[config.mk]
export PLATFORM = sky130hd
export DESIGN_NAME = ex_muldiv
export DESIGN_NICKNAME = d
export VERILOG_FILES = /design/src/rtl/ex_muldiv_pkg.sv /design/src/rtl/ex_muldiv_iter.sv /design/src/rtl/ex_muldiv.sv
export SDC_FILE = /design/constraint.sdc
export NUM_CORES = 1
export LEC_CHECK = 0
export CAP_MARGIN = 0
export CORE_ASPECT_RATIO = 0.7
export CORE_MARGIN = 1
export CORE_UTILIZATION = 35
export CTS_CLUSTER_DIAMETER = 40
export DETAILED_ROUTE_END_ITERATION = 6
export DONT_BUFFER_PORTS = 1
export GPL_ROUTABILITY_DRIVEN = 0
export PLACE_DENSITY = 0.52
export REMOVE_ABC_BUFFERS = 1
export SYNTH_ARGS = -nofsm -noshare
export SYNTH_HDL_FRONTEND = slang
export SYNTH_SLANG_ARGS = --single-unit
export TNS_END_PERCENT = 50
[constraint.sdc]
create_clock -name ACLK -period 6.4 [get_ports ACLK]
set_clock_uncertainty 0.15 [all_clocks]
set_input_delay 0.32 -clock ACLK [delete_from_list [all_inputs] [get_ports ACLK]]
set_output_delay 0.32 -clock ACLK [all_outputs]
set_load 0.005 [all_outputs]
[src/rtl/ex_muldiv_pkg.sv]
// Shared CPU definitions for the EX-stage RV32M multiply/divide unit.
// Holds the M-extension funct3 encodings, the unit's FSM states, the
// iteration count and the ID2EX bus payload carrying the M-ext decode flag.
package ex_muldiv_pkg;

    localparam int unsigned MULDIV_XLEN  = 32;
    localparam int unsigned MULDIV_STEPS = MULDIV_XLEN;

    // funct3 of OP/M-extension instructions
    typedef enum logic [2:0] {
        OP_MUL    = 3'd0,
        OP_MULH   = 3'd1,
        OP_MULHSU = 3'd2,
        OP_MULHU  = 3'd3,
        OP_DIV    = 3'd4,
        OP_DIVU   = 3'd5,
        OP_REM    = 3'd6,
        OP_REMU   = 3'd7
    } muldiv_op_e;

    typedef enum logic [1:0] {
        ST_IDLE = 2'd0,
        ST_BUSY = 2'd1,
        ST_DONE = 2'd2
    } muldiv_state_e;

    // Decoded ID2EX payload; is_mext routes the instruction to ex_muldiv
    typedef struct packed {
        logic                   valid;
        logic                   is_mext;
        muldiv_op_e             funct3;
        logic [4:0]             rd;
        logic [MULDIV_XLEN-1:0] rs1_val;
        logic [MULDIV_XLEN-1:0] rs2_val;
    } id_ex_bus_t;

endpackage

[src/rtl/ex_muldiv_iter.sv]
// Per-cycle datapath step for ex_muldiv.
// Multiply: shift-add into a 2*XLEN accumulator whose low half starts as the
// multiplier. Divide: restoring subtract, dividend shifts out of the quotient
// register into the remainder. Both step in parallel; the top picks one.
// Ports: load_i (capture magnitudes, clear counter), step_i (advance one bit),
// div_i (operand routing at load), a_i/b_i (magnitudes), *_nxt_c (value the
// registers take on this step), last_c (this step is the final one).
module ex_muldiv_iter
    import ex_muldiv_pkg::*;
#(
    parameter int unsigned XLEN  = MULDIV_XLEN,
    parameter int unsigned STEPS = MULDIV_STEPS
) (
    input  logic              ACLK,
    input  logic              ARESET,
    input  logic              load_i,
    input  logic              step_i,
    input  logic              div_i,
    input  logic [XLEN-1:0]   a_i,
    input  logic [XLEN-1:0]   b_i,
    output logic [2*XLEN-1:0] acc_nxt_c,
    output logic [XLEN-1:0]   quo_nxt_c,
    output logic [XLEN-1:0]   rem_nxt_c,
    output logic              last_c
);

    localparam int unsigned CNT_W = $clog2(STEPS + 1);

    logic [2*XLEN-1:0] acc_q;
    logic [XLEN-1:0]   opnd_q;
    logic [XLEN-1:0]   quo_q;
    logic [XLEN-1:0]   rem_q;
    logic [CNT_W-1:0]  cnt_q;

    logic [XLEN:0]     sum_c;
    logic [XLEN:0]     shl_c;
    logic [XLEN:0]     diff_c;
    logic              ge_c;

    // One shift-add and one restoring-subtract step
    always_comb begin
        sum_c     = {1'b0, acc_q[2*XLEN-1:XLEN]} + (acc_q[0] ? {1'b0, opnd_q} : '0);
        acc_nxt_c = {sum_c, acc_q[XLEN-1:1]};
        shl_c     = {rem_q, quo_q[XLEN-1]};
        diff_c    = shl_c - {1'b0, opnd_q};
        // remainder < divisor keeps |diff| below 2^XLEN, so the top bit is the borrow
        ge_c      = ~diff_c[XLEN];
        rem_nxt_c = ge_c ? diff_c[XLEN-1:0] : shl_c[XLEN-1:0];
        quo_nxt_c = {quo_q[XLEN-2:0], ge_c};
        last_c    = step_i && (cnt_q == CNT_W'(STEPS - 1));
    end

    // Operand capture and iteration registers
    always_ff @(posedge ACLK or posedge ARESET) begin
        if (ARESET) begin
            acc_q  <= '0;
            opnd_q <= '0;
            quo_q  <= '0;
            rem_q  <= '0;
            cnt_q  <= '0;
        end else if (load_i) begin
            acc_q  <= {{XLEN{1'b0}}, b_i};
            opnd_q <= div_i ? b_i : a_i;
            quo_q  <= a_i;
            rem_q  <= '0;
            cnt_q  <= '0;
        end else if (step_i) begin
            acc_q  <= acc_nxt_c;
            quo_q  <= quo_nxt_c;
            rem_q  <= rem_nxt_c;
            cnt_q  <= cnt_q + CNT_W'(1);
        end
    end

endmodule

[src/rtl/ex_muldiv.sv]
// Iterative RV32M multiply/divide unit in the EX stage.
// Holds the front end via stall_o while an M-op computes, then presents the
// result for one accepted cycle (longer while hold_i is high).
// Ports: ACLK/ARESET (async active-high), start_i/op_i/rs1_i/rs2_i (M-op in EX),
// flush_i (abort), hold_i (downstream stall), stall_o (combinational front-end
// stall), result_valid_o/result_o (result to the EX result mux).
module ex_muldiv
    import ex_muldiv_pkg::*;
#(
    parameter int unsigned XLEN  = MULDIV_XLEN,
    parameter int unsigned STEPS = MULDIV_STEPS
) (
    input  logic            ACLK,
    input  logic            ARESET,
    input  logic            start_i,
    input  logic [2:0]      op_i,
    input  logic [XLEN-1:0] rs1_i,
    input  logic [XLEN-1:0] rs2_i,
    input  logic            flush_i,
    input  logic            hold_i,
    output logic            stall_o,
    output logic            result_valid_o,
    output logic [XLEN-1:0] result_o
);

    muldiv_state_e     state_q, state_nxt;
    muldiv_op_e        op_c, op_q;
    logic              neg_q;

    logic              signed_a_c, signed_b_c, a_neg_c, b_neg_c, neg_c;
    logic [XLEN-1:0]   a_mag_c, b_mag_c;
    logic              div_zero_c, ovf_c, special_c;
    logic [XLEN-1:0]   special_res_c;
    logic              capture_c, step_c;

    logic [2*XLEN-1:0] acc_nxt_c, prod_c;
    logic [XLEN-1:0]   quo_nxt_c, rem_nxt_c, div_val_c, fix_res_c;
    logic              last_c, is_div_q, is_rem_q;

    // Operand decode: sign handling and special cases resolved at capture
    always_comb begin
        op_c       = muldiv_op_e'(op_i);
        signed_a_c = (op_c == OP_MULH) || (op_c == OP_MULHSU) ||
                     (op_c == OP_DIV)  || (op_c == OP_REM);
        signed_b_c = (op_c == OP_MULH) || (op_c == OP_DIV) || (op_c == OP_REM);
        a_neg_c    = signed_a_c & rs1_i[XLEN-1];
        b_neg_c    = signed_b_c & rs2_i[XLEN-1];
        a_mag_c    = a_neg_c ? -rs1_i : rs1_i;
        b_mag_c    = b_neg_c ? -rs2_i : rs2_i;
        // REM follows the dividend; products and quotients follow the sign difference
        neg_c      = (op_c == OP_REM) ? a_neg_c : (a_neg_c ^ b_neg_c);
        div_zero_c = op_i[2] && (rs2_i == '0);
        ovf_c      = ((op_c == OP_DIV) || (op_c == OP_REM)) &&
                     (rs1_i == {1'b1, {(XLEN-1){1'b0}}}) && (rs2_i == '1);
        special_c  = div_zero_c | ovf_c;
        if (div_zero_c) begin
            special_res_c = op_i[1] ? rs1_i : '1;
        end else begin
            special_res_c = op_i[1] ? '0 : rs1_i;
        end
    end

    // Next-state and handshake decode
    always_comb begin
        state_nxt = state_q;
        stall_o   = 1'b0;
        capture_c = 1'b0;
        step_c    = 1'b0;
        if (flush_i) begin
            state_nxt = ST_IDLE;
        end else begin
            case (state_q)
                ST_IDLE: begin
                    if (start_i) begin
                        stall_o   = 1'b1;
                        capture_c = 1'b1;
                        state_nxt = special_c ? ST_DONE : ST_BUSY;
                    end
                end
                ST_BUSY: begin
                    stall_o = 1'b1;
                    step_c  = 1'b1;
                    if (last_c) begin
                        state_nxt = ST_DONE;
                    end
                end
                ST_DONE: begin
                    if (hold_i) begin
                        stall_o = 1'b1;
                    end else if (start_i) begin
                        // back-to-back M-op captured without an idle bubble
                        stall_o   = 1'b1;
                        capture_c = 1'b1;
                        state_nxt = special_c ? ST_DONE : ST_BUSY;
                    end else begin
                        state_nxt = ST_IDLE;
                    end
                end
                default: state_nxt = ST_IDLE;
            endcase
        end
    end

    // Sign fixup and result selection from the final step
    always_comb begin
        is_div_q  = (op_q == OP_DIV) || (op_q == OP_DIVU) ||
                    (op_q == OP_REM) || (op_q == OP_REMU);
        is_rem_q  = (op_q == OP_REM) || (op_q == OP_REMU);
        prod_c    = neg_q ? -acc_nxt_c : acc_nxt_c;
        div_val_c = is_rem_q ? rem_nxt_c : quo_nxt_c;
        if (is_div_q) begin
            fix_res_c = neg_q ? -div_val_c : div_val_c;
        end else if (op_q == OP_MUL) begin
            fix_res_c = prod_c[XLEN-1:0];
        end else begin
            fix_res_c = prod_c[2*XLEN-1:XLEN];
        end
    end

    assign result_valid_o = (state_q == ST_DONE) && !flush_i;

    // State, captured op and result registers
    always_ff @(posedge ACLK or posedge ARESET) begin
        if (ARESET) begin
            state_q  <= ST_IDLE;
            op_q     <= OP_MUL;
            neg_q    <= 1'b0;
            result_o <= '0;
        end else begin
            state_q <= state_nxt;
            if (capture_c) begin
                op_q  <= op_c;
                neg_q <= neg_c;
                if (special_c) begin
                    result_o <= special_res_c;
                end
            end else if (step_c && last_c) begin
                result_o <= fix_res_c;
            end
        end
    end

    ex_muldiv_iter #(
        .XLEN  (XLEN),
        .STEPS (STEPS)
    ) u_iter (
        .ACLK      (ACLK),
        .ARESET    (ARESET),
        .load_i    (capture_c),
        .step_i    (step_c),
        .div_i     (op_i[2]),
        .a_i       (a_mag_c),
        .b_i       (b_mag_c),
        .acc_nxt_c (acc_nxt_c),
        .quo_nxt_c (quo_nxt_c),
        .rem_nxt_c (rem_nxt_c),
        .last_c    (last_c)
    );

endmodule

==> flow_summary.toml, run 1 <==
[route]
ant_nets = 0
drt_iter0_drc = 1926
avgViaCountPerCell = 6.11
num_vias = 18618
dr.pass1.iters = 5
detail_route.wl_per_cell_um = 24.7
drc_errors = 0
routed_wl_mm = 75.3

[status]
outcome = "complete, no violations"

[setup_path]
reg2reg_to = "result_o[28]"
path_class = "flip-flop to flip-flop"
start_kind = "flip-flop"
timing.rr.start = "u_iter.quo_q[31]"
crit_fanout = 9
cp-end-kind = "flip-flop"
reg2regPathDepth = 22
rrSetupSlack_ns = 0.39
cp_data_required_time_ns = 6.71
crit_arrival_ns = 6.32

[power]
p_leak_nw = 8.51
power_density_mw_per_mm2 = 409
ir_worst_vdd_mv = 0.228

[sta]
setup_slack_ns = 0.388
period_needed_ns = 6.01
whs_ns = 0.0102
setup_viol = 0
drv_slew = 0
hold_viol = 0
period_share_pct = 93.9
worst_slew_pin_slew_ns = 1.10
slew-limit-headroom_pct = 26.4
rsz0062_at_grt = "no"
max_clock_freq_mhz = 166

[die]
die_h_um = 192
coreArea_sq_mm = 0.0509
io_pins = 106
start_util_pct = 35.5
rows = 69
die_x_um = 273
fp.dieArea_sq_mm = 0.0525

[worst_hold_path]
hold_depth = 3
min_to = "result_o[8]"
hold_path_class = "input port to flip-flop"
worstHoldStart = "rs1_i[8]"

[clocking]
cts_max_level = 2
cts_buffers = 37
clk_path_buf_depth = 3
cts_root_buf = "clkbuf_16"
worstSkewPairLatency_ns = 0.55
clkSinkCount = 204
cts_tree = "yes"
clkTransAtPathRegs_ns = 0.06

[placed_design]
dp_cells = 2905
preCtsSetupSlack_ns = 0.379
io_buffer_count = 0
place_hpwl_mm = 55.3

[global_routing]
grt.total_usage_pct = 28.5
grt_pass1_vias = 17427
grt_overflow_total = 0
grt_max_degree = 76
grt_antenna_before_repair = 3
grt_pass1_wl_mm = 112

[logic_synthesis]
syn-cell-area_sq_mm = 0.0181
synth_cell_type_count = 91
seq_area_frac_synth_pct = 28.3
synth_edf_count = 0
avgSynthCellArea_sq_um = 7.68
yosysWarnings = 0
ys.flop_type = "dfrtp_1"
synthCells = 2352
ys_async_sr_fraction_pct = 100
ys_ff_latch = 204

[layout]
n_antenna_cell = 0
fillers = 5217
drive_above_1_share_pct = 6.07
final_util_pct = 40.4
syn_to_final_growth_pct = 13.6
final_cells = 3047
nNetsFinal = 2488

[run]
cap_violations = 0
## worst max-delay path by stage
stage / start / to
floorplan: u_iter.quo_q[31] / result_o[28]
global placement: u_iter.quo_q[31] / result_o[28]
detailed placement: u_iter.quo_q[31] / result_o[28]
CTS: u_iter.quo_q[31] / result_o[28]
global route: u_iter.quo_q[31] / result_o[28]
finish: u_iter.quo_q[31] / result_o[28]
## metrics by stage
stage                     TNS [ns]  instance area [sq um]  total power [mW]
after floorplan              -3.59                  17500              4.88
after global placement           0                  18600              6.21
after detailed placement         0                  18600              6.25
after CTS                        0                  20500              8.26
after global routing             0                  20500              8.88
final                            0                  20500              8.39
## where the power goes
part           switching [mW]  total (mW)  internal [mW]
Clock                   0.803        1.90           1.10
Combinational            2.95        4.53           1.58
Sequential              0.372        1.96           1.59
Total                    4.13        8.39           4.26
## cell usage in the layout (no fill, tap or decap), types with 17 or more instances in the layout
cell           count
inv_1             74
mux2i_1           37
xor2_1            85
o31ai_1           33
or3_1             26
clkbuf_16         37
o21ai_0          238
buf_4             31
maj3_1            17
nand3_1          107
a22oi_1           50
and3_1            20
a31oi_1           18
and2_1            46
nor3_1            46
dlygate4sd3_1     72
nor4_1            22
xnor2_1          105
a211oi_1          29
o211ai_1          43
ha_1              70
o21a_1            23
dfrtp_1          203
nand4_1           19
nand2_1          285
nor2_1           177
a21o_1            25
a21oi_1          171
## Yosys cell counts, types with 10 or more instances
library cell | count | area share (%)
xnor2_1 | 105 | 5.1
a211oi_1 | 29 | 1.2
and3_1 | 21 | 0.73
o21bai_1 | 10 | 0.42
o22ai_1 | 13 | 0.45
o31ai_1 | 33 | 1.4
nor2_1 | 180 | 3.7
nand2b_1 | 13 | 0.45
o211ai_1 | 43 | 1.8
and2_1 | 47 | 1.6
nand2_1 | 287 | 6.0
a21oi_1 | 173 | 4.8
ha_1 | 70 | 4.9
dfrtp_1 | 204 | 28
o21ai_0 | 238 | 6.6
maj3_1 | 17 | 0.94
a31oi_1 | 18 | 0.62
a21o_1 | 25 | 1.0
buf_1 | 14 | 0.29
clkbuf_1 | 124 | 2.6
nor3_1 | 46 | 1.3
nand3_1 | 108 | 3.0
mux2i_1 | 37 | 2.1
inv_1 | 75 | 1.6
nand4_1 | 19 | 0.66
o41ai_1 | 11 | 0.53
xor2_1 | 85 | 4.1
a22oi_1 | 50 | 2.1
or3_1 | 26 | 0.90
nor4_1 | 22 | 0.76
o21a_1 | 23 | 0.96
or4_1 | 16 | 0.67
## area by class of cell
class	instances	area, sq um	area share, %
multi-input cells	1922	12100	59.2
flip-flops and latches	204	5110	24.9
repair buffers	104	973	4.74
clock buffers	43	948	4.62
well taps	674	843	4.11
inverters	75	289	1.41
clock inverters	25	218	1.06
## logic make-up after synthesis
logic type	synth area share (%)
AOI/OAI and AO/OA	27.3
xor gates and xnor gates	9.31
adders and majority gates	6.01
buffers and inverters	4.86
DFF	28.3
muxes	2.24
and+or+nand+nor	22.0
## critical path, stage by stage, from the launching register on
cell and delay [ns]:
dfrtp_1 0.40, inv_1 0.10, ha_1 0.19, inv_1 0.06, fa_1 0.42, a211oi_1 0.28, o211ai_1 0.20, a21oi_2 0.28
a21oi_2 0.12, o211a_1 0.27, o21ai_2 0.24, mux2i_1 0.34, nor2_1 0.07, a21oi_1 0.18, ha_1 0.23, nand2_1 0.09
nor4_1 0.34, o31ai_1 0.21, nor4_4 0.47, nand3_4 0.20, or4b_1 0.57, mux2_1 0.34, o221ai_2 0.16
## state kept, by name (all words and copies together) (netlist names)
name	cells
op_q	3
u_iter.acc_q	64
state_q	2
u_iter.cnt_q	6
u_iter.rem_q	32
u_iter.quo_q	32
neg_q	1
result_o	32
u_iter.opnd_q	32
## layer usage
| metal | global-route usage, % | wire [um] | vias up |
|---|---|---|---|
| met5 | 2.16 | 151 | - |
| met4 | 7.39 | 1990 | 2 |
| met3 | 12.9 | 10900 | 135 |
| met2 | 37.7 | 28400 | 994 |
| met1 | 40.7 | 33900 | 8902 |
| li1 | - | - | 8585 |
## repair_timing
item                                    CTS  global route
endpoints found under the setup margin    0             1
buffers inserted                          0             1
hold endpoints to repair                168             0
gates resized for setup                   0             2
hold buffers                             73             0
Power figures use the tool's default switching activity.
==> inputs of run 2 (changes only) <==
--- a/config.mk
+++ b/config.mk
@@ -6,14 +6,15 @@
 export NUM_CORES = 1
 export LEC_CHECK = 0
 export CAP_MARGIN = 0
-export CORE_ASPECT_RATIO = 0.7
+export CORE_ASPECT_RATIO = 1.1
 export CORE_MARGIN = 1
 export CORE_UTILIZATION = 35
-export CTS_CLUSTER_DIAMETER = 40
+export CTS_CLUSTER_DIAMETER = 120
 export DETAILED_ROUTE_END_ITERATION = 6
 export DONT_BUFFER_PORTS = 1
 export GPL_ROUTABILITY_DRIVEN = 0
 export PLACE_DENSITY = 0.52
+export RECOVER_POWER = 50
 export REMOVE_ABC_BUFFERS = 1
 export SYNTH_ARGS = -nofsm -noshare
 export SYNTH_HDL_FRONTEND = slang
==> run 2 against run 1 <==
Effect of this change: the run now ends with capacitance limit, slew limit left; clock power fell by 19%; setup slack worse by 0.048 ns; non-clock buffer count up 2; final cell count shrank 1.1%; sequential share of layout area rose by 0.41 points; via count down 1.3%; fmax shrank 0.80%; sequential power about the same; combinational power is 2% lower; clock-buffer cell count decreased by 6; critical path depth decreased by 1; worst hold slack better by 0.0048 ns.
==> flow_summary.toml, run 2 (synthesis gave the netlist of run 1 again) <==
[clocking]
cts_tree = "yes"
cts_setup_buffers = 0
cts_max_level = 1
cts_root_buf = "clkbuf_16"
clk_path_buf_depth = 3
clkSinkCount = 204
clkTransAtPathRegs_ns = 0.06
cts_buffers = 26
worstSkewPairLatency_ns = 0.56

[layout]
layout_common_cells = "nand2_1, o21ai_0, dfrtp_1, nor2_1, a21oi_1"
largest_reg_flops = 64
stdcell_area_sq_mm = 0.0202
nNetsFinal = 2479
syn_to_final_growth_pct = 11.8
regMostFlops = "u_iter.acc_q"
fillers = 5162
final_cells = 3014
drive_above_1_share_pct = 5.06
final_common_cell = "nand2_1"
n_antenna_cell = 0
final_util_pct = 40.0

[status]
outcome = "complete, but fails checks"
violations = "capacitance limit, slew limit"

[die]
die_x_um = 219
fp.dieArea_sq_mm = 0.0525
coreArea_sq_mm = 0.0505
rows = 86
start_util_pct = 35.8
io_pins = 106
die_h_um = 240

[global_routing]
grt.total_usage_pct = 27.5
grt_antenna_before_repair = 0
grt_pass1_wl_mm = 110
grt_max_degree = 124
grt_pass1_vias = 17875
grt_overflow_total = 0

[setup_path]
crit_fanout = 9
critPathSlowestCell = "or4b_1"
crit_arrival_ns = 6.38
crit_path_max_incr_delay_ns = 0.57
reg2reg_to = "result_o[28]"
path_class = "flip-flop to flip-flop"
timing.rr.start = "u_iter.quo_q[31]"
critPathCapture = "result_o[28]"
rrSetupSlack_ns = 0.34
cp.depth = 21
path_cells = "inv_1, ha_1, inv_1, fa_1, a211oi_1, o211ai_1, a21oi_2, a211oi_2, or3_1, a21oi_4, nor3_1, a21oi_1, ha_1, nand2_1, nor4_1, o31ai_1, nor4_4, nand3_4, or4b_1, mux2_1, o221ai_2"
reg2regPathDepth = 21
cp-end-kind = "flip-flop"
crit_buf_inv = 2
crit_family = "simple AND/OR/NAND/NOR gates"
start_kind = "flip-flop"
crit_path_start = "u_iter.quo_q[31]"
cp_data_required_time_ns = 6.72

[power]
power_density_mw_per_mm2 = 391
ir_worst_vdd_mv = 0.212
finalPower_mw = 7.89
p_leak_nw = 8.36

[placed_design]
dp_cells = 2892
dpl-instance-area_sq_mm = 0.0186
place_hpwl_mm = 53.7
preCtsSetupSlack_ns = 0.341
io_buffer_count = 0

[route]
ant_nets = 0
num_vias = 18376
detail_route.wl_per_cell_um = 24.1
routed_wl_mm = 72.8
dr.pass1.iters = 5
avgViaCountPerCell = 6.10
drc_errors = 0
drt_iter0_drc = 1584

[worst_hold_path]
worstHoldStart = "rs1_i[16]"
hold_path_class = "input port to flip-flop"

[sta]
setup_slack_ns = 0.340
hold_viol = 0
setup_viol = 0
drv_slew = 331
worst_slew_pin_slew_ns = 2.98
period_needed_ns = 6.06
max_clock_freq_mhz = 165
rsz0062_at_grt = "no"
slew-limit-headroom_pct = -98.8
period_share_pct = 94.7

[run]
cap_violations = 5
==> run 2: changes by cell type in the layout (fill, tap and decap cells not counted), moves of 3 or more <==
cell and delta:
inv_8 -4, clkbuf_8 +4, clkbuf_16 -10, clkinv_4 -3, inv_6 -8
==> run 2: what timing repair did <==
| item | 4_1_cts | 5_1_grt |
|---|---|---|
| gates resized for setup | 0 | 1 |
| endpoints found under the hold margin | 226 | 0 |
| hold buffers | 75 | 0 |
| endpoints found under the setup margin | 0 | 2 |
==> run 2: stage by stage <==
step                      hold WS [ns]  setup TNS [ns]
after floorplan                  0.236           -3.59
after CTS                      0.00206               0
after global routing            0.0316               0
after global placement           0.239               0
final                           0.0150               0
after detailed placement         0.242               0
==> run 2: report_power, final <==
group | internal, mW | total (mW) | switching [mW] | leakage (nW)
sequential | 1.59 | 1.93 | 0.346 | 2.65
clock | 0.896 | 1.53 | 0.637 | 0.421
combinational | 1.58 | 4.43 | 2.85 | 5.28
==> run 2: worst min-delay path by stage <==
stage | to | depth (start not counted)
CTS | u_iter.quo_q[17] | 5
floorplan | state_q[1] | 1
global route | result_o[13] | 3
finish | u_iter.quo_q[17] | 5
global placement | state_q[1] | 1
detailed placement | state_q[1] | 1
==> run 2: metal layers <==
| metal | vias up | track usage [%] | wire, um | share of wire (%) |
|---|---|---|---|---|
| li1 | 8541 | - | - | - |
| met1 | 8868 | 36.5 | 30800 | 42 |
| met2 | 804 | 44.7 | 33200 | 46 |
| met3 | 163 | 4.05 | 5800 | 8.0 |
| met4 | 0 | 10.9 | 3030 | 4.2 |
| met5 | - | 0 | 0 | 0 |
==> run 2: cell type report <==
| cell class | count | area (sq um) | share of cell area (%) |
|---|---|---|---|
| inverters | 75 | 285 | 1.41 |
| flip-flops and latches | 204 | 5110 | 25.3 |
| well taps | 660 | 826 | 4.09 |
| repair buffers | 106 | 986 | 4.88 |
| multi-input cells | 1922 | 12100 | 60.1 |
| clock buffers | 37 | 753 | 3.73 |
| clock inverters | 10 | 105 | 0.521 |
==> run 2: tightest hold or removal path: stages <==
cell,delay (ns)
inv_1,0.03
a21oi_1,0.07
xor2_1,0.15
nand2_1,0.07
nand2_1,0.05
